===== src/rtl/can_param_load_sequencer_pkg.sv =====
// Shared CAN parameter-load definitions: field widths, sequencer state
// encoding and the single source of truth for the 4-byte parameter frame.
package can_param_load_sequencer_pkg;

  localparam int CAN_ID_W          = 11;
  localparam int CAN_SJW_W         = 3;
  localparam int PARAM_FRAME_BYTES = 4;
  localparam int PARAM_FRAME_W     = PARAM_FRAME_BYTES * 8;

  typedef enum logic [1:0] {
    ST_IDLE  = 2'd0,
    ST_LOAD  = 2'd1,
    ST_GUARD = 2'd2
  } seq_state_t;

  typedef struct packed {
    logic [CAN_ID_W-1:0]  mask;
    logic [CAN_ID_W-1:0]  code;
    logic [CAN_SJW_W-1:0] sjw;
  } param_fields_t;

  // MSB-first packing of 25 payload bits into 32; B0 ends up in [31:24].
  function automatic logic [PARAM_FRAME_W-1:0] pack_param_frame(
    input logic [CAN_ID_W-1:0]  mask,
    input logic [CAN_ID_W-1:0]  code,
    input logic [CAN_SJW_W-1:0] sjw
  );
    logic [7:0] b0;
    logic [7:0] b1;
    logic [7:0] b2;
    logic [7:0] b3;
    b0 = mask[10:3];
    b1 = {mask[2:0], code[10:6]};
    b2 = {code[5:0], sjw[2:1]};
    b3 = {sjw[0], 7'b0};
    return {b0, b1, b2, b3};
  endfunction

  // Inverse of pack_param_frame, for the receiving side of the frame.
  function automatic param_fields_t unpack_param_frame(
    input logic [PARAM_FRAME_W-1:0] frame
  );
    param_fields_t f;
    f.mask = frame[31:21];
    f.code = frame[20:10];
    f.sjw  = frame[9:7];
    return f;
  endfunction

endpackage


===== src/rtl/can_param_load_sequencer.sv =====
// Host-side byte-load transmitter: snapshots mask/code/SJW on start and
// streams the packed 4-byte frame on param_ld/data_out, then holds a guard gap.
module can_param_load_sequencer
  import can_param_load_sequencer_pkg::*;
#(
  parameter int unsigned GUARD_CYCLES = 2
) (
  input  logic                 clk,
  input  logic                 reset,
  input  logic                 start,
  input  logic [CAN_ID_W-1:0]  mask_in,
  input  logic [CAN_ID_W-1:0]  code_in,
  input  logic [CAN_SJW_W-1:0] sjw_in,
  output logic                 param_ld,
  output logic [7:0]           data_out,
  output logic                 busy,
  output logic                 done
);

  localparam logic [1:0] LAST_BYTE  = 2'(PARAM_FRAME_BYTES - 1);
  localparam logic [3:0] GUARD_LAST = 4'(GUARD_CYCLES - 1);

  seq_state_t               r_state;
  logic [PARAM_FRAME_W-1:0] r_shift;
  logic [1:0]               r_byte_cnt;
  logic [3:0]               r_guard_cnt;
  logic                     r_param_ld;
  logic [7:0]               r_data_out;
  logic                     r_busy;
  logic                     r_done;

  seq_state_t               w_state_nxt;
  logic [PARAM_FRAME_W-1:0] w_shift_nxt;
  logic [1:0]               w_byte_cnt_nxt;
  logic [3:0]               w_guard_cnt_nxt;
  logic                     w_param_ld_nxt;
  logic [7:0]               w_data_out_nxt;
  logic                     w_busy_nxt;
  logic                     w_done_nxt;

  always_comb begin
    // NOTE: every signal gets a default before the case so no path leaves it
    // unassigned; otherwise synthesis infers a latch to hold the old value.
    w_state_nxt     = r_state;
    w_shift_nxt     = r_shift;
    w_byte_cnt_nxt  = r_byte_cnt;
    w_guard_cnt_nxt = r_guard_cnt;
    w_done_nxt      = 1'b0;

    unique case (r_state)
      ST_IDLE: begin
        if (start) begin
          w_state_nxt    = ST_LOAD;
          w_shift_nxt    = pack_param_frame(mask_in, code_in, sjw_in);
          w_byte_cnt_nxt = 2'd0;
        end
      end
      ST_LOAD: begin
        w_shift_nxt    = {r_shift[PARAM_FRAME_W-9:0], 8'h00};
        w_byte_cnt_nxt = r_byte_cnt + 2'd1;
        if (r_byte_cnt == LAST_BYTE) begin
          w_state_nxt     = ST_GUARD;
          w_done_nxt      = 1'b1;
          w_guard_cnt_nxt = 4'd0;
        end
      end
      ST_GUARD: begin
        if (r_guard_cnt == GUARD_LAST) begin
          w_state_nxt = ST_IDLE;
        end else begin
          w_guard_cnt_nxt = r_guard_cnt + 4'd1;
        end
      end
      default: w_state_nxt = ST_IDLE;
    endcase

    // Outputs are derived from the next state so they can be registered
    // without adding a cycle of latency.
    w_param_ld_nxt = (w_state_nxt == ST_LOAD);
    w_data_out_nxt = w_param_ld_nxt ? w_shift_nxt[PARAM_FRAME_W-1 -: 8] : 8'h00;
    w_busy_nxt     = (w_state_nxt != ST_IDLE);
  end

  always_ff @(posedge clk or posedge reset) begin
    if (reset) begin
      r_state     <= ST_IDLE;
      r_shift     <= '0;
      r_byte_cnt  <= 2'd0;
      r_guard_cnt <= 4'd0;
      r_param_ld  <= 1'b0;
      r_data_out  <= 8'h00;
      r_busy      <= 1'b0;
      r_done      <= 1'b0;
    end else begin
      // NOTE: non-blocking assignments here so every register samples the
      // pre-edge values, independent of statement order.
      r_state     <= w_state_nxt;
      r_shift     <= w_shift_nxt;
      r_byte_cnt  <= w_byte_cnt_nxt;
      r_guard_cnt <= w_guard_cnt_nxt;
      r_param_ld  <= w_param_ld_nxt;
      r_data_out  <= w_data_out_nxt;
      r_busy      <= w_busy_nxt;
      r_done      <= w_done_nxt;
    end
  end

  assign param_ld = r_param_ld;
  assign data_out = r_data_out;
  assign busy     = r_busy;
  assign done     = r_done;

endmodule


===== config.mk =====
export PLATFORM = sky130hd
export DESIGN_NAME = can_param_load_sequencer
export DESIGN_NICKNAME = d
export VERILOG_FILES = /design/src/rtl/can_param_load_sequencer_pkg.sv /design/src/rtl/can_param_load_sequencer.sv
export SDC_FILE = /design/constraint.sdc
export NUM_CORES = 1
export LEC_CHECK = 0
export ABC_CLOCK_PERIOD_IN_PS = 1700
export CAP_MARGIN = 5
export CORE_MARGIN = 5
export CORE_UTILIZATION = 30
export DETAILED_ROUTE_END_ITERATION = 7
export GPL_TIMING_DRIVEN = 0
export SLEW_MARGIN = 25
export SYNTH_ARGS = -nofsm -noshare
export SYNTH_HDL_FRONTEND = slang
export SYNTH_SLANG_ARGS = --single-unit

===== constraint.sdc =====
create_clock -name clk -period 1.7 [get_ports clk]
set_input_delay 0.34 -clock clk [delete_from_list [all_inputs] [get_ports clk]]
set_output_delay 0.34 -clock clk [all_outputs]
set_load 0.01 [all_outputs]

==> impl_summary.log <==
[metrics] outcome: finished with violations
[metrics] violated checks: setup timing
[metrics] sum of net half-perimeters after detailed placement: 3097 um
[metrics] first-pass iteration count of the detailed router: 4
[metrics] pin count of the biggest net entering global routing: 30
[metrics] Total Wirelength: 4560 um
[metrics] Max Slew Vio Count: 0
[metrics] Vias/cell: 4.899
[metrics] reg-to-reg startpoint: r_guard_cnt[1]
[metrics] Data required, critical path: 1.92 ns
[metrics] fraction of the yosys area taken by sequential cells: 54.93%
[metrics] Final Util: 42.94%
[metrics] remaining design rule violation count: 0
[metrics] kind of capture point of the worst setup path: flip-flop
[metrics] placed insts: 280
[metrics] Chip Height: 91.74 um
[metrics] Hold Buf Count CTS: 0
[metrics] headroom to the max-slew limit: 69.87%
[metrics] class of the tightest hold or removal check: in -> async
[metrics] DRT antenna net count: 0
[metrics] CTS tree: yes
[metrics] count of pins on the block boundary: 39
[metrics] maximum frequency from static timing analysis: 571.6 MHz
[metrics] clk sinks: 44
[metrics] Finished Layout Cells: 296
[metrics] number of H-tree levels: 2
[metrics] commonest non-fill, non-tap cell in the layout: sky130_fd_sc_hd__dfrtp_1
[metrics] crit-path cells: inv_1 -> ha_1 -> or3b_4 -> a221oi_4 -> buf_6 -> o221ai_4 -> nor2b_1
[metrics] delay of the slowest cell on the worst path: 0.41 ns
[metrics] DR WL/cell: 15.41 um
[metrics] first-pass GRT wire length: 7514 um
[metrics] net count of the mapped netlist: 200
[metrics] leakage power: 0.001240 uW
[metrics] global router's overall resource usage: 11.19%
[metrics] setup slack on the worst flop-to-flop path: -0.05 ns
[metrics] number of global-route vias before repair: 1508
[metrics] largest vdd supply drop: 0.6379 mV
[metrics] Setup crit start: r_guard_cnt[1]
[metrics] Setup Viol. Count Final: 9
[metrics] max-cap violations: 0
[metrics] antenna diode count: 0
[metrics] slew at the pin closest to its max-slew limit: 0.4502 ns
[metrics] critical path data arrival time: 1.97 ns
[metrics] number of port buffers: 37
[metrics] antenna violations before repair: 0
[metrics] number of instances in the synthesized netlist: 165
[metrics] period utilization: 102.9%
[metrics] Total Nets Final: 253
[metrics] Row Count: 29
[metrics] synthesized area divided by synthesized cell count: 12.15 um^2
[metrics] commonest cells after routing, fill and taps aside: 43 x sky130_fd_sc_hd__dfrtp_1, 37 x sky130_fd_sc_hd__clkdlybuf4s50_1, 15 x sky130_fd_sc_hd__mux2i_1, 12 x sky130_fd_sc_hd__nor2_1, 11 x sky130_fd_sc_hd__o21ai_0
[metrics] Inserted Clock Buffers: 5
[metrics] unrepaired setup endpoints after global routing: true
[metrics] CTS Root Buffer Type: sky130_fd_sc_hd__clkbuf_8
[metrics] Critical Path Source Type: flip-flop
[metrics] family with the most delay on the worst path: simple AND/OR/NAND/NOR gates
[metrics] post-synthesis cell area: 2004 um^2
[metrics] maximum buffer depth of the clock tree: 2
[metrics] fraction of final layout cells sized beyond drive strength 1: 18.72%
[metrics] post-place setup slack: -0.2179 ns
[metrics] flip-flop and latch count after synthesis: 44
[metrics] Area growth, synth to finish: 37.58%
[metrics] Worst R2R Path Depth: 7
[metrics] effective utilization at floorplan: 31.21%
[metrics] Clock Latency Late Sink: 0.30 ns
[metrics] Die Wd: 91.74 um
[metrics] PwrDens: 1778 nW/um^2
[metrics] worst-case setup margin in the final layout: -0.04944 ns
[metrics] number of logic stages on the critical path including buffering: 7
[metrics] kind of critical path: reg -> reg
[metrics] total overflow reported by the global router: 0
[metrics] Critical Path Fanout Max: 5
[metrics] routability congestion estimate: 0.7036
[metrics] count of endpoints failing hold in the final timing report: 0
[metrics] Core Box Area: 6422 um^2
[metrics] overall via count from detail_route: 1450
[metrics] endpoint of the worst-slack reg-to-reg timing path: data_out[1]
[metrics] clock edge transition at the registers on the reported setup and hold paths: 0.09 ns
[metrics] crit path max-delay cell type: sky130_fd_sc_hd__or3b_4
[metrics] minimum period implied by the final worst setup slack: 1.749 ns
[metrics] drt initial violations: 99
[metrics] post-route setup TNS: -0.2985 ns
[metrics] Final Skew: 0.006975 ns
[metrics] number of distinct library cells after synthesis: 29
[metrics] Die Outline Area: 8416 um^2
[metrics] worst slack on hold paths: 0.3266 ns
[metrics] critical path buffer and inverter count: 2
[metrics] final-layout fill cell count: 588
[metrics] total of warnings raised by yosys: 0
==> worst register-to-register path, cell delays in order (launching register included) <==
cell	delay [ns]
sky130_fd_sc_hd__dfrtp_1	0.39
sky130_fd_sc_hd__inv_1	0.08
sky130_fd_sc_hd__ha_1	0.14
sky130_fd_sc_hd__or3b_4	0.41
sky130_fd_sc_hd__a221oi_4	0.23
sky130_fd_sc_hd__buf_6	0.16
sky130_fd_sc_hd__o221ai_4	0.13
sky130_fd_sc_hd__nor2b_1	0.15
==> where the power goes <==
| group | leakage [uW] | switching, uW | total [uW] | internal (uW) |
|---|---|---|---|---|
| Sequential | 0.000555 | 264 | 1760 | 1490 |
| Combinational | 0.000624 | 1160 | 2310 | 1160 |
| Clock | 0.0000614 | 354 | 834 | 480 |
| Total | 0.00124 | 1770 | 4900 | 3130 |
==> worst max path at each step <==
stage,endpoint
after floorplan,r_shift[23]
after global placement,r_shift[21]
after detailed placement,data_out[5]
after CTS,data_out[1]
after global routing,data_out[6]
final,data_out[1]
==> state kept, by name, summed over array words and instances (netlist names) <==
signal,flops
param_ld,1
r_guard_cnt,4
r_byte_cnt,2
r_state,2
done,1
busy,1
r_shift,25
data_out,8
==> layer usage <==
metal	vias up	track usage, %	share of wire (%)
met5	-	0	0
met4	0	4.084	1.7
met3	6	2.946	4.8
met2	39	17.10	45
met1	696	15.30	48
li1	709	-	-
==> cells by family (layout without fill, tap and decap cells) <==
logic type / Yosys count / count (layout) / synth area share, %
xor+xnor: 3 / 3 / 1.311
compound gates: 42 / 43 / 17.67
flops: 44 / 44 / 54.93
fa+ha+maj: 7 / 7 / 4.369
mux: 16 / 16 / 8.052
buf+inv: 17 / 70 / 3.683
simple gates: 36 / 36 / 9.987
==> area by class of cell <==
type | count | area [um^2] | share of cell area, %
multi-input combinational | 105 | 907.1 | 32.89
clock inverter | 2 | 38.79 | 1.407
inverter | 9 | 33.78 | 1.225
tap | 77 | 96.34 | 3.494
sequential | 44 | 1102 | 39.97
buffer | 8 | 50.05 | 1.815
clock buffer | 6 | 82.58 | 2.995
timing repair buffer | 45 | 446.7 | 16.20
==> synth_stat cells, drive strengths merged <==
| cell type | n | area share [%] |
|---|---|---|
| o21ai | 11 | 2.7 |
| a22oi | 8 | 3.0 |
| and3b | 1 | 0.44 |
| nand2 | 1 | 0.19 |
| mux2i | 15 | 7.5 |
| xor2 | 3 | 1.3 |
| inv | 9 | 1.7 |
| dfrtp | 44 | 55 |
| a221o | 7 | 3.5 |
| a22o | 9 | 3.9 |
| nand3 | 1 | 0.25 |
| ha | 7 | 4.4 |
| nand3b | 1 | 0.37 |
| nor2b | 10 | 3.2 |
| o21bai | 1 | 0.37 |
| a222oi | 2 | 1.0 |
| clkbuf | 2 | 0.37 |
| mux2 | 1 | 0.56 |
| nand2b | 2 | 0.62 |
| a221oi | 1 | 1.3 |
| buf | 6 | 1.6 |
| o221ai | 1 | 1.3 |
| and2 | 4 | 1.2 |
| a21oi | 2 | 0.50 |
| nand4 | 2 | 0.62 |
| or3b | 1 | 0.56 |
| nor2 | 13 | 2.4 |
==> metrics by stage <==
stage / power, uW / cell area, um^2
global placement: 3657 / 2471
finish: 4902 / 2758
global route: 5275 / 2758
CTS: 4857 / 2729
floorplan: 3083 / 2004
detailed placement: 3707 / 2491
==> what timing repair did <==
action                                 4_1_cts  5_1_grt
endpoints found under the hold margin        0        0
resized for setup                           15        9
pin swaps                                    1        1
cloned                                       1        0
setup endpoints to repair                   32       32
setup buffers                                7        0
(Power assumes the default switching activity.)
